--- src/rtl/conv_channel_in_acc_ctrl_if.sv ---
// conv_channel_in_acc_ctrl_if: control and handshake bundle between
// the accumulation controller and its datapath/environment.
interface conv_channel_in_acc_ctrl_if;
  logic start;
  logic busy;
  logic done;
  logic in_valid;
  logic in_ready;
  logic psum_empty;
  logic psum_rd_en;
  logic acc_valid;
  logic acc_sel_zero;
  logic add_valid_in;
  logic psum_wr_en;
  logic out_valid;
  logic err;

  modport master (
    output start,
    output in_valid,
    output psum_empty,
    output add_valid_in,
    input  busy,
    input  done,
    input  in_ready,
    input  psum_rd_en,
    input  acc_valid,
    input  acc_sel_zero,
    input  psum_wr_en,
    input  out_valid,
    input  err
  );

  modport slave (
    input  start,
    input  in_valid,
    input  psum_empty,
    input  add_valid_in,
    output busy,
    output done,
    output in_ready,
    output psum_rd_en,
    output acc_valid,
    output acc_sel_zero,
    output psum_wr_en,
    output out_valid,
    output err
  );
endinterface

--- src/rtl/conv_channel_in_acc_ctrl.sv ---
// conv_channel_in_acc_ctrl: issue/result sequencing for the
// channel-input accumulation datapath (adder + partial-sum FIFO).
module conv_channel_in_acc_ctrl #(
  parameter int IMAGE_SIZE           = 256,
  parameter int CHANNEL_NUM_IN       = 128,
  parameter int RD_LATENCY           = 2,
  parameter int POINTER_WIDTH        = $clog2(IMAGE_SIZE) + 1,
  parameter int CNT_CHANNEL_IN_WIDTH = $clog2(CHANNEL_NUM_IN) + 1
) (
  input logic clk,
  input logic reset,
  conv_channel_in_acc_ctrl_if.slave bus
);

  typedef enum logic [1:0] {
    IDLE  = 2'd0,
    RUN   = 2'd1,
    DRAIN = 2'd2
  } state_t;

  localparam int PW = POINTER_WIDTH;
  localparam int CW = CNT_CHANNEL_IN_WIDTH;

  localparam logic [PW-1:0] PXL_LAST = PW'(IMAGE_SIZE - 1);
  localparam logic [PW-1:0] PXL_ONE  = PW'(1);
  localparam logic [CW-1:0] CH_LAST  = CW'(CHANNEL_NUM_IN - 1);
  localparam logic [CW-1:0] CH_ONE   = CW'(1);

  state_t state;
  state_t state_n;

  logic [PW-1:0] iss_pxl;
  logic [PW-1:0] res_pxl;
  logic [CW-1:0] iss_ch;
  logic [CW-1:0] res_ch;

  logic [RD_LATENCY-1:0] sh_v;
  logic [RD_LATENCY-1:0] sh_z;

  logic busy_q;
  logic done_q;
  logic err_q;

  logic ready;
  logic accept;
  logic take;
  logic last_beat;
  logic last_res;
  logic clear;

  // handshake strobes and next-state selection
  always_comb begin
    state_n   = state;
    clear     = 1'b0;
    ready     = (state == RUN) &&
                ((iss_ch == '0) || !bus.psum_empty);
    accept    = bus.in_valid && ready;
    take      = bus.add_valid_in && (state != IDLE);
    last_beat = accept &&
                (iss_pxl == PXL_LAST) &&
                (iss_ch == CH_LAST);
    last_res  = take &&
                (res_pxl == PXL_LAST) &&
                (res_ch == CH_LAST);
    unique case (state)
      IDLE: begin
        if (bus.start) begin
          state_n = RUN;
          clear   = 1'b1;
        end
      end
      RUN: begin
        if (last_beat) state_n = DRAIN;
      end
      DRAIN: begin
        if (last_res) state_n = IDLE;
      end
      default: state_n = IDLE;
    endcase
  end

  // state register
  always_ff @(posedge clk) begin
    if (reset) state <= IDLE;
    else       state <= state_n;
  end

  // issue and result pixel/channel counters
  always_ff @(posedge clk) begin
    if (reset || clear) begin
      iss_pxl <= '0;
      iss_ch  <= '0;
      res_pxl <= '0;
      res_ch  <= '0;
    end else begin
      if (accept) begin
        if (iss_pxl == PXL_LAST) begin
          iss_pxl <= '0;
          iss_ch  <= iss_ch + CH_ONE;
        end else begin
          iss_pxl <= iss_pxl + PXL_ONE;
        end
      end
      if (take) begin
        if (res_pxl == PXL_LAST) begin
          res_pxl <= '0;
          res_ch  <= res_ch + CH_ONE;
        end else begin
          res_pxl <= res_pxl + PXL_ONE;
        end
      end
    end
  end

  // align {valid, sel_zero} with the psum read-back latency
  always_ff @(posedge clk) begin
    if (reset) begin
      sh_v <= '0;
      sh_z <= '0;
    end else begin
      sh_v[0] <= accept;
      sh_z[0] <= accept && (iss_ch == '0);
      for (int i = 1; i < RD_LATENCY; i++) begin
        sh_v[i] <= sh_v[i-1];
        sh_z[i] <= sh_z[i-1];
      end
    end
  end

  // busy, completion pulse and sticky protocol error
  always_ff @(posedge clk) begin
    if (reset) begin
      busy_q <= 1'b0;
      done_q <= 1'b0;
      err_q  <= 1'b0;
    end else begin
      busy_q <= (state_n != IDLE);
      done_q <= last_res;
      err_q  <= err_q ||
                (bus.add_valid_in && (state == IDLE));
    end
  end

  assign bus.in_ready     = ready;
  assign bus.psum_rd_en   = accept && (iss_ch != '0);
  assign bus.psum_wr_en   = take && (res_ch != CH_LAST);
  assign bus.out_valid    = take && (res_ch == CH_LAST);
  assign bus.acc_valid    = sh_v[RD_LATENCY-1];
  assign bus.acc_sel_zero = sh_z[RD_LATENCY-1];
  assign bus.busy         = busy_q;
  assign bus.done         = done_q;
  assign bus.err          = err_q;

endmodule

--- src/flat_wrapper.sv ---
// flat-port wrapper written by rule: the top's interface ports become plain ports
module conv_channel_in_acc_ctrl_flat 
#(
  parameter int IMAGE_SIZE           = 256,
  parameter int CHANNEL_NUM_IN       = 128,
  parameter int RD_LATENCY           = 2,
  parameter int POINTER_WIDTH        = $clog2(IMAGE_SIZE) + 1,
  parameter int CNT_CHANNEL_IN_WIDTH = $clog2(CHANNEL_NUM_IN) + 1
)
  (clk, reset, bus_start, bus_in_valid, bus_psum_empty, bus_add_valid_in, bus_busy, bus_done, bus_in_ready, bus_psum_rd_en, bus_acc_valid, bus_acc_sel_zero, bus_psum_wr_en, bus_out_valid, bus_err);
  conv_channel_in_acc_ctrl_if bus_i ();
  input logic clk;
  input logic reset;
  input wire logic [$bits(bus_i.start)-1:0] bus_start;
  input wire logic [$bits(bus_i.in_valid)-1:0] bus_in_valid;
  input wire logic [$bits(bus_i.psum_empty)-1:0] bus_psum_empty;
  input wire logic [$bits(bus_i.add_valid_in)-1:0] bus_add_valid_in;
  output wire logic [$bits(bus_i.busy)-1:0] bus_busy;
  output wire logic [$bits(bus_i.done)-1:0] bus_done;
  output wire logic [$bits(bus_i.in_ready)-1:0] bus_in_ready;
  output wire logic [$bits(bus_i.psum_rd_en)-1:0] bus_psum_rd_en;
  output wire logic [$bits(bus_i.acc_valid)-1:0] bus_acc_valid;
  output wire logic [$bits(bus_i.acc_sel_zero)-1:0] bus_acc_sel_zero;
  output wire logic [$bits(bus_i.psum_wr_en)-1:0] bus_psum_wr_en;
  output wire logic [$bits(bus_i.out_valid)-1:0] bus_out_valid;
  output wire logic [$bits(bus_i.err)-1:0] bus_err;
  assign bus_i.start = bus_start;
  assign bus_i.in_valid = bus_in_valid;
  assign bus_i.psum_empty = bus_psum_empty;
  assign bus_i.add_valid_in = bus_add_valid_in;
  assign bus_busy = bus_i.busy;
  assign bus_done = bus_i.done;
  assign bus_in_ready = bus_i.in_ready;
  assign bus_psum_rd_en = bus_i.psum_rd_en;
  assign bus_acc_valid = bus_i.acc_valid;
  assign bus_acc_sel_zero = bus_i.acc_sel_zero;
  assign bus_psum_wr_en = bus_i.psum_wr_en;
  assign bus_out_valid = bus_i.out_valid;
  assign bus_err = bus_i.err;
  conv_channel_in_acc_ctrl #(.IMAGE_SIZE(IMAGE_SIZE), .CHANNEL_NUM_IN(CHANNEL_NUM_IN), .RD_LATENCY(RD_LATENCY), .POINTER_WIDTH(POINTER_WIDTH), .CNT_CHANNEL_IN_WIDTH(CNT_CHANNEL_IN_WIDTH)) u_core (.clk(clk), .reset(reset), .bus(bus_i));
endmodule
--- config.mk ---
export PLATFORM = sky130hd
export DESIGN_NAME = conv_channel_in_acc_ctrl_flat
export DESIGN_NICKNAME = d
export VERILOG_FILES = /design/src/rtl/conv_channel_in_acc_ctrl_if.sv /design/src/rtl/conv_channel_in_acc_ctrl.sv /design/src/flat_wrapper.sv
export SDC_FILE = /design/constraint.sdc
export NUM_CORES = 1
export LEC_CHECK = 0
export CAP_MARGIN = 20
export CORE_MARGIN = 2
export CORE_UTILIZATION = 52
export CTS_CLUSTER_SIZE = 16
export DETAILED_ROUTE_END_ITERATION = 7
export PLACE_DENSITY = 0.75
export SYNTH_ARGS = -nofsm -noshare
export SYNTH_HDL_FRONTEND = slang
export SYNTH_SLANG_ARGS = --single-unit
--- constraint.sdc ---
create_clock -name clk -period 1.7 [get_ports clk]
set_input_delay 0.17 -clock clk [delete_from_list [all_inputs] [get_ports clk]]
set_output_delay 0.17 -clock clk [all_outputs]
set_load 0.01 [all_outputs]
After elaboration in Yosys (flattened, before gate mapping)
Index checks and enable logic that the tools add are counted.
W data, S select, Z words.
- bits in registers: 43
- bits of input ports: 6
- output and inout bits: 9
- word-level logic and storage cells: 52
- add/sub/neg operators: 4
- eq/ne operators: 7
- muxes and demuxes: 8
- reduce and logical (&&, ||, !) cells: 23
- operator list (operator ; count):
    $add A9 B1 Y9 const B ; 2
    $eq A9 B8 Y1 const B ; 2
    $mux W9 ; 2
    $add A8 B1 Y8 const B ; 2
    $eq A8 B7 Y1 const B ; 2
    $logic_and A1 B1 Y1 ; 12
    $logic_not A8 Y1 ; 1
    $ne A8 B7 Y1 const B ; 1
    $reduce_bool A8 Y1 ; 1
    $mux W2 ; 3
    $pmux W2 S3 ; 1
    $reduce_and A2 Y1 ; 2
    $reduce_bool A2 Y1 ; 2
    $logic_or A1 B1 Y1 ; 3
    $eq A2 B1 Y1 const B ; 1
    $eq A2 B2 Y1 const B ; 1
    $logic_not A2 Y1 ; 1
    $mux W1 ; 2
    $logic_not A1 Y1 ; 1

Longest topological paths before layout
Gate-level depths: netlist of the first run.
- word-level depth: 9
- mapped depth: 7
- mapped depth without buffers: 6

Least setup slack after synthesis of the first run
OpenSTA, ideal clock, no wires.
- path type: register to register
- start point: reg u_core.iss_pxl[0]
- end point: reg u_core.iss_ch[7]
- setup time: 0.070 ns
- arrival: 1.754 ns
- required time: 1.630 ns
- path slack: -0.125 ns
- stages on the path, launching flop included: 7
- buffers on the path: 1
- period minus slack after synthesis: 1.825 ns
- cell sequence: dfxtp_1 -> ha_1 -> nand4_1 -> or3_1 -> clkbuf_1 -> or4_1 -> a21oi_1
- cells in the longest elaborated chain, start to end: 2
- RTL lines (what ; RTL line ; source):
    start: declaration ; conv_channel_in_acc_ctrl.sv:32 ; logic [PW-1:0] iss_pxl;
    start signal: assignment ; conv_channel_in_acc_ctrl.sv:101 ; iss_pxl <= iss_pxl + PXL_ONE;
    $eq A9 B8 Y1 ; conv_channel_in_acc_ctrl.sv:97 ; if (iss_pxl == PXL_LAST) begin
    $reduce_and A2 Y1 (no line) ; -- ;
    end signal: assignment ; conv_channel_in_acc_ctrl.sv:99 ; iss_ch <= iss_ch + CH_ONE;
    end: declaration ; conv_channel_in_acc_ctrl.sv:34 ; logic [CW-1:0] iss_ch;
Every way passes these cells.
A chain may end at the register's enable or synchronous reset.

Worst setup path after layout of the first run
- start point: reg u_core.iss_ch[0]
- end point: out bus_psum_rd_en
- cells in the longest elaborated chain, start to end: 5
- elaborated cells between the ends (all ways): 6
- classes of those cells: reduce/logical: 6
- RTL lines (what ; RTL line ; source):
    $logic_not A8 Y1 ; conv_channel_in_acc_ctrl.sv:56 ; ((iss_ch == '0) || !bus.psum_empty);
    $logic_or A1 B1 Y1 ; conv_channel_in_acc_ctrl.sv:56 ;
    $logic_and A1 B1 Y1 ; conv_channel_in_acc_ctrl.sv:55 ; ready = (state == RUN) &&
    $logic_and A1 B1 Y1 ; conv_channel_in_acc_ctrl.sv:57 ; accept = bus.in_valid && ready;
    $logic_and A1 B1 Y1 (*) ; conv_channel_in_acc_ctrl.sv:145 ; assign bus.psum_rd_en = accept && (iss_ch != '0);
    end: declaration ; flat_wrapper.sv:21 ; output wire logic [$bits(bus_i.psum_rd_en)-1:0] bus_psum_rd_en;
Every way passes the cells marked *; elsewhere a longest branch is shown, timed or not.

==> results.yml, run 1 <==
final_layout:
  syn_to_final_growth_pct: 60.3
  final_util: 0.875
  nNetsFinal: 332
  nFillCells: 171
  fin_area_um2: 3250
  antennaDiodeCount: 0
  layout-drive-gt1-share: 0.506
synthesis:
  synth_top_area_share: 0.424
  yosys_warnings: 0
  ys_ff_latch: 43
  ys.flop_type: "dfxtp_1"
  synth_area_um2: 2030
  async_flop_share: 0
  synth-edff-count: 0
  synth.area.top_cells: "dfxtp_1 42%, a21oi_1 4.4%, o31ai_1 4.1%"
  avgSynthCellArea_um2: 8.86
  ys_seq_area_frac: 0.424
  yosysUniqueCellTypes: 45
  synth.net_count: 240
  synthCells: 229
  synth_top_cell_by_area: "dfxtp_1"
clock_tree:
  cts_hold_buf: 0
  h-tree-depth: 2
  cts_tree: "yes"
  cts_sinks: 43
  cts_buffer_depth: 2
  clk_pin_slew_ns: 0.09
  root_buffer: "clkbuf_8"
  worst_skew_pair.late_latency_ns: 0.31
  cts_buffers: 5
global_route:
  grt_start_max_net_pins: 18
  first_global_vias: 2102
  grt_pass1_wl_um: 9650
  grtUsageTotal: 0.288
  antenna_found_initial: 0
  grt_overflow: 0
placement:
  io_buffer_count: 14
  placed_area_um2: 2740
  dp_hpwl_um: 3980
  place_ws_ns: -0.364
  gp_congestion: 0.855
power:
  finalPower_mw: 1.88
  peakVddDrop_uv: 384
  p_leak_nw: 1.23
  power.density_nw_per_um2: 578
detailed_routing:
  drt-total-wl_um: 7840
  routedWlPerCell_um: 21.2
  drt-pass1-iter-count: 5
  drtIter0Drc: 243
  ant_nets: 0
  via_per_inst: 6.60
  vias: 2443
  drc_errors: 0
worst_hold_path:
  hold_path_class: "reg2reg"
  min_to: "u_core.sh_z[1]$_SDFF_PP0_"
  whs_path_depth: 1
  min-delay-start: "u_core.sh_z[0]$_SDFF_PP0_"
floorplan:
  initial_utilization: 0.546
  die_area_um2: 4420
  core-area_um2: 3720
  die_x_um: 66.5
  pin_count: 15
  fp.dieH_um: 66.5
  rows: 22
job:
  max_cap_violations: 0
critical_path:
  critical_path.endpoint_type: "output pin"
  crit_chain: "inv_2 -> ha_4 -> or4b_4 -> o21ai_4 -> nand2_2 -> a21oi_2 -> buf_2"
  reg2reg_depth: 8
  crit_path_max_fanout: 2
  critPathArrivalTime_ns: 1.84
  reg2reg_from: "u_core.iss_ch[0]$_SDFFE_PP0P_"
  critPathLaunchType: "flip-flop"
  slowest_delay_ns: 0.48
  crit_slowest_cell: "or4b_4"
  critical_path_required_ns: 1.53
  criticalPathCategory: "reg2out"
  reg2reg_setup_slack_ns: -0.26
  timing.rr.end: "u_core.iss_pxl[8]$_SDFFE_PP0N_"
timing:
  worst_pin_slew_ns: 0.463
  maxSlewViolCount: 0
  hold_viol_final: 0
  max_freq_mhz: 498
  rsz0062_at_grt: "true"
  skew_ns: 0.00496
  setup_viol: 23
  fin_crit_ns: 2.01
  slew_headroom: 0.688
  layout_setup_ws_ns: -0.306
  setup_tns_ns: -3.39
  fin_crit_sh: 1.18
status:
  status: "finished with violations"
  violations: "setup timing"
## per-stage QoR
stage	hold slack, ns	std cells
after floorplan	0.311	229
after global placement	0.424	347
after detailed placement	0.424	347
after CTS	0.444	364
after global routing	0.472	370
final	0.446	370
## power breakdown
| group | internal, mW | switching (mW) | leakage [nW] |
|---|---|---|---|
| sequential | 1.02 | 0.00716 | 0.353 |
| combinational | 0.0732 | 0.0955 | 0.834 |
| clock | 0.287 | 0.398 | 0.0402 |
| total | 1.38 | 0.501 | 1.23 |
## how the worst max path moves through the flow
stage	startpoint	end	slack, ns	cells after the start
detailed placement	u_core.res_ch[0]$_SDFFE_PP0P_	bus_out_valid	-0.36	5
CTS	u_core.iss_ch[1]$_SDFFE_PP0P_	bus_psum_rd_en	-0.24	7
global placement	u_core.res_ch[0]$_SDFFE_PP0P_	bus_out_valid	-0.34	5
global route	u_core.iss_ch[0]$_SDFFE_PP0P_	bus_psum_rd_en	-0.33	7
finish	u_core.iss_ch[0]$_SDFFE_PP0P_	bus_psum_rd_en	-0.31	7
floorplan	u_core.res_pxl[1]$_SDFFE_PP0N_	u_core.res_ch[7]$_SDFFE_PP0P_	-0.06	5
## repair_timing
item                                    4_1_cts  5_1_grt
resized for setup                            44       48
setup buffers                                 9        8
gates cloned                                  0        1
pin swaps                                    13       25
endpoints found under the setup margin       19       31
## area by class of cell
cell class	count	area, µm²	share of cell area
multi-input cells	171	1460	0.450
clock inverters	3	20.0	0.00616
well taps	48	60.1	0.0185
inverters	5	18.8	0.00577
clock buffers	5	68.8	0.0212
flip-flops and latches	43	873	0.269
repair buffers	95	748	0.230
## layer usage
layer | up-vias | global-route usage | part of all wire
met1 | 1197 | 0.365 | 0.41
met2 | 157 | 0.486 | 0.49
met3 | 37 | 0.0355 | 0.054
met5 | - | 0 | 0
met4 | 0 | 0.130 | 0.046
li1 | 1052 | - | -
## layout by cell type (no fill, tap or decap), types with 3 or more instances in the layout
master / Yosys / layout
dfxtp_2: 0 / 10
ha_4: 0 / 4
buf_6: 0 / 6
xor2_1: 6 / 6
o31ai_2: 0 / 6
clkbuf_8: 0 / 5
or4_4: 1 / 6
o41ai_2: 0 / 3
xnor2_1: 4 / 4
nor4_1: 3 / 3
or3_1: 9 / 7
o21ai_1: 0 / 3
o21ai_0: 8 / 4
nor2_1: 20 / 18
o31ai_1: 11 / 3
clkdlybuf4s50_1: 0 / 10
nor2b_1: 4 / 3
dfxtp_1: 43 / 33
or3_4: 0 / 3
o311ai_4: 0 / 3
nand3_1: 11 / 9
nand2_1: 12 / 10
a21oi_2: 0 / 9
a21oi_1: 18 / 9
nand4_1: 12 / 12
buf_2: 3 / 5
inv_1: 5 / 3
or4_1: 8 / 3
buf_4: 0 / 74
## critical path, delay by kind of cell (launching register included)
family | cells | cell delay (ns)
and+or+nand+nor | 2 | 0.57
AOI/OAI and AO/OA | 2 | 0.26
adders and majority gates | 1 | 0.13
DFF | 1 | 0.35
buffers and inverters | 2 | 0.22
## Yosys cell counts, drive strengths merged (4+ instances only)
library cell  instances
dfxtp                43
nor2                 20
a21oi                18
nand4                13
nand2                12
nand3                11
o31ai                11
or3                  10
o21ai                 9
or4                   9
clkbuf                7
xor2                  6
ha                    5
inv                   5
nor2b                 4
xnor2                 4
## cells by family (layout without fill, tap and decap cells)
group / Yosys count / count (layout) / share of synthesized area
flip-flops: 43 / 43 / 0.424
buffers and inverters: 15 / 108 / 0.0296
AO/OA/AOI/OAI: 54 / 54 / 0.177
XOR/XNOR: 10 / 10 / 0.0432
adder cells (fa/ha/maj): 5 / 5 / 0.0308
multiplexers: 2 / 2 / 0.00987
AND/OR/NAND/NOR: 100 / 100 / 0.285
## flip-flops by register name (all words and copies together) (netlist names)
register and flops:
u_core.bus.busy 1, u_core.bus.done 1, u_core.bus.err 1, u_core.iss_ch 8, u_core.iss_pxl 9, u_core.res_ch 8
u_core.res_pxl 9, u_core.sh_v 2, u_core.sh_z 2, u_core.state 2
Power figures use the tool's default switching activity.
==> run 2, diff against run 1 <==
Settings changed: CELL_PAD_IN_SITES_DETAIL_PLACEMENT set to 0, CELL_PAD_IN_SITES_GLOBAL_PLACEMENT set to 1, CORE_UTILIZATION 52 to 42, CTS_BUF_LIST set to sky130_fd_sc_hd__clkbuf_4, HOLD_SLACK_MARGIN set to 0.15, PLACE_DENSITY 0.75 to not set, PLACE_DENSITY_LB_ADDON set to 0.1.
==> results.yml, run 2 (same netlist as run 1, synthesis figures left out) <==
critical_path:
  critical_path.endpoint_type: "output pin"
  path_buf_inv: 2
  reg2reg_depth: 7
  crit_slowest_cell: "or4b_4"
  critPathLaunchType: "flip-flop"
  critPathTopFamily: "simple AND/OR/NAND/NOR gates"
  critical_path_required_ns: 1.53
  critPathArrivalTime_ns: 1.85
  criticalPathCategory: "reg2out"
  crit_chain: "inv_2 -> ha_4 -> or4b_4 -> o21ai_4 -> nand2_2 -> a21oi_2 -> buf_2"
  path_depth: 7
  slowest_delay_ns: 0.49
  crit_path_max_fanout: 2
status:
  violations: "setup timing"
  status: "finished with violations"
floorplan:
  fp.dieH_um: 73.5
  pin_count: 15
  core-area_um2: 4690
  rows: 25
  initial_utilization: 0.432
  die_area_um2: 5400
  die_x_um: 73.5
final_layout:
  layout-drive-gt1-share: 0.489
  layout_commonest_cell: "buf_4"
  syn_to_final_growth_pct: 58.5
  antennaDiodeCount: 0
  nNetsFinal: 329
  final_cell_mix: "70 x buf_4, 33 x dfxtp_1, 18 x nor2_1"
  fin_area_um2: 3220
  reg.largest.list: "u_core.iss_pxl (9), u_core.res_pxl (9)"
  final_util: 0.685
power:
  power.density_nw_per_um2: 567
  p_leak_nw: 1.22
  swShare: 0.237
  power.share.clock: 0.353
  peakVddDrop_uv: 390
  power_frac_seq: 0.563
  finalPower_mw: 1.82
  combPwrFrac: 0.084
  power.internal_mw: 1.39
  switching_power_mw: 0.432
placement:
  gp_congestion: 0.933
  io_buffer_count: 14
  placed_area_um2: 2730
  dp_hpwl_um: 4260
detailed_routing:
  drt-total-wl_um: 6280
  vias: 2178
  drc_errors: 0
  drt-pass1-iter-count: 4
  via_per_inst: 5.84
  ant_nets: 0
  routedWlPerCell_um: 16.8
  drtIter0Drc: 64
timing:
  max_freq_mhz: 494
  skew_ns: 0.00918
  fin_crit_sh: 1.19
  setup_viol: 15
  holdWs_ns: 0.455
  fin_crit_ns: 2.02
  setup_tns_ns: -1.67
  hold_viol_final: 0
  worst_pin_slew_ns: 0.550
  rsz0062_at_grt: "true"
  slew_headroom: 0.629
  layout_setup_ws_ns: -0.324
  maxSlewViolCount: 0
clock_tree:
  h-tree-depth: 2
  cts_sinks: 43
  cts_buffers: 5
  clk_pin_slew_ns: 0.12
  worst_skew_pair.late_latency_ns: 0.36
  root_buffer: "clkbuf_4"
  cts_hold_buf: 0
  cts_buffer_depth: 2
  cts_tree: "yes"
global_route:
  first_global_vias: 2218
  grtUsageTotal: 0.244
  antenna_found_initial: 0
  grt_overflow: 0
  grt_start_max_net_pins: 14
  grt_pass1_wl_um: 10300
job:
  max_cap_violations: 0
worst_hold_path:
  whs_path_depth: 3
  hold_path_class: "in2reg"
## run 2: timing repair
item | in CTS | in global routing
gates cloned | 2 | 0
pin swaps | 13 | 19
endpoints found under the setup margin | 26 | 25
hold endpoints to repair | 0 | 0
buffers inserted | 9 | 5
gates resized for setup | 47 | 41
## run 2: metal layers
metal	wire, µm	global-route usage	part of all wire
met5	0	0	0
met4	127	0.0990	0.020
met3	239	0.0562	0.038
met2	3080	0.389	0.49
met1	2830	0.318	0.45
## run 2: final timing paths
| kind | startpoint | end | slack [ns] |
|---|---|---|---|
| setup / recovery | u_core.iss_ch[1]$_SDFFE_PP0P_ | bus_psum_rd_en | -0.32 |
| hold / removal | bus_start | u_core.state[0]$_SDFF_PP0_ | 0.45 |
| setup reg to reg | u_core.iss_ch[1]$_SDFFE_PP0P_ | u_core.iss_pxl[6]$_SDFFE_PP0N_ | -0.20 |
| hold reg to reg | u_core.sh_v[0]$_SDFF_PP0_ | u_core.sh_v[1]$_SDFF_PP0_ | 0.45 |
## run 2: tightest hold or removal path: stages
cell	delay, ns
clkdlybuf4s50_1	0.41
nor2_1	0.13
nor4b_1	0.07
## run 2: power groups by stage
stage               registers (mW)  logic (mW)  clock network [mW]
detailed placement            1.05       0.136                   0
finish                        1.03       0.153               0.643
global route                  1.03       0.167               0.702
global placement              1.05       0.131                   0
floorplan                     1.05      0.0555                   0
CTS                           1.03       0.139               0.659
## run 2: per-stage QoR
step | std cells | setup slack (ns)
floorplan | 229 | -0.0615
global placement | 351 | -0.343
CTS | 370 | -0.372
detailed placement | 351 | -0.411
finish | 373 | -0.324
global route | 373 | -0.423
## run 2: layout make-up
class	instances	area (µm²)
Inverter	5	18.8
Fill cell	364	1480
Timing Repair Buffer	92	733
Sequential cell	43	873
Tap cell	54	67.6
Multi-Input combinational cell	171	1450
Clock inverter	3	38.8
Clock buffer	5	37.5
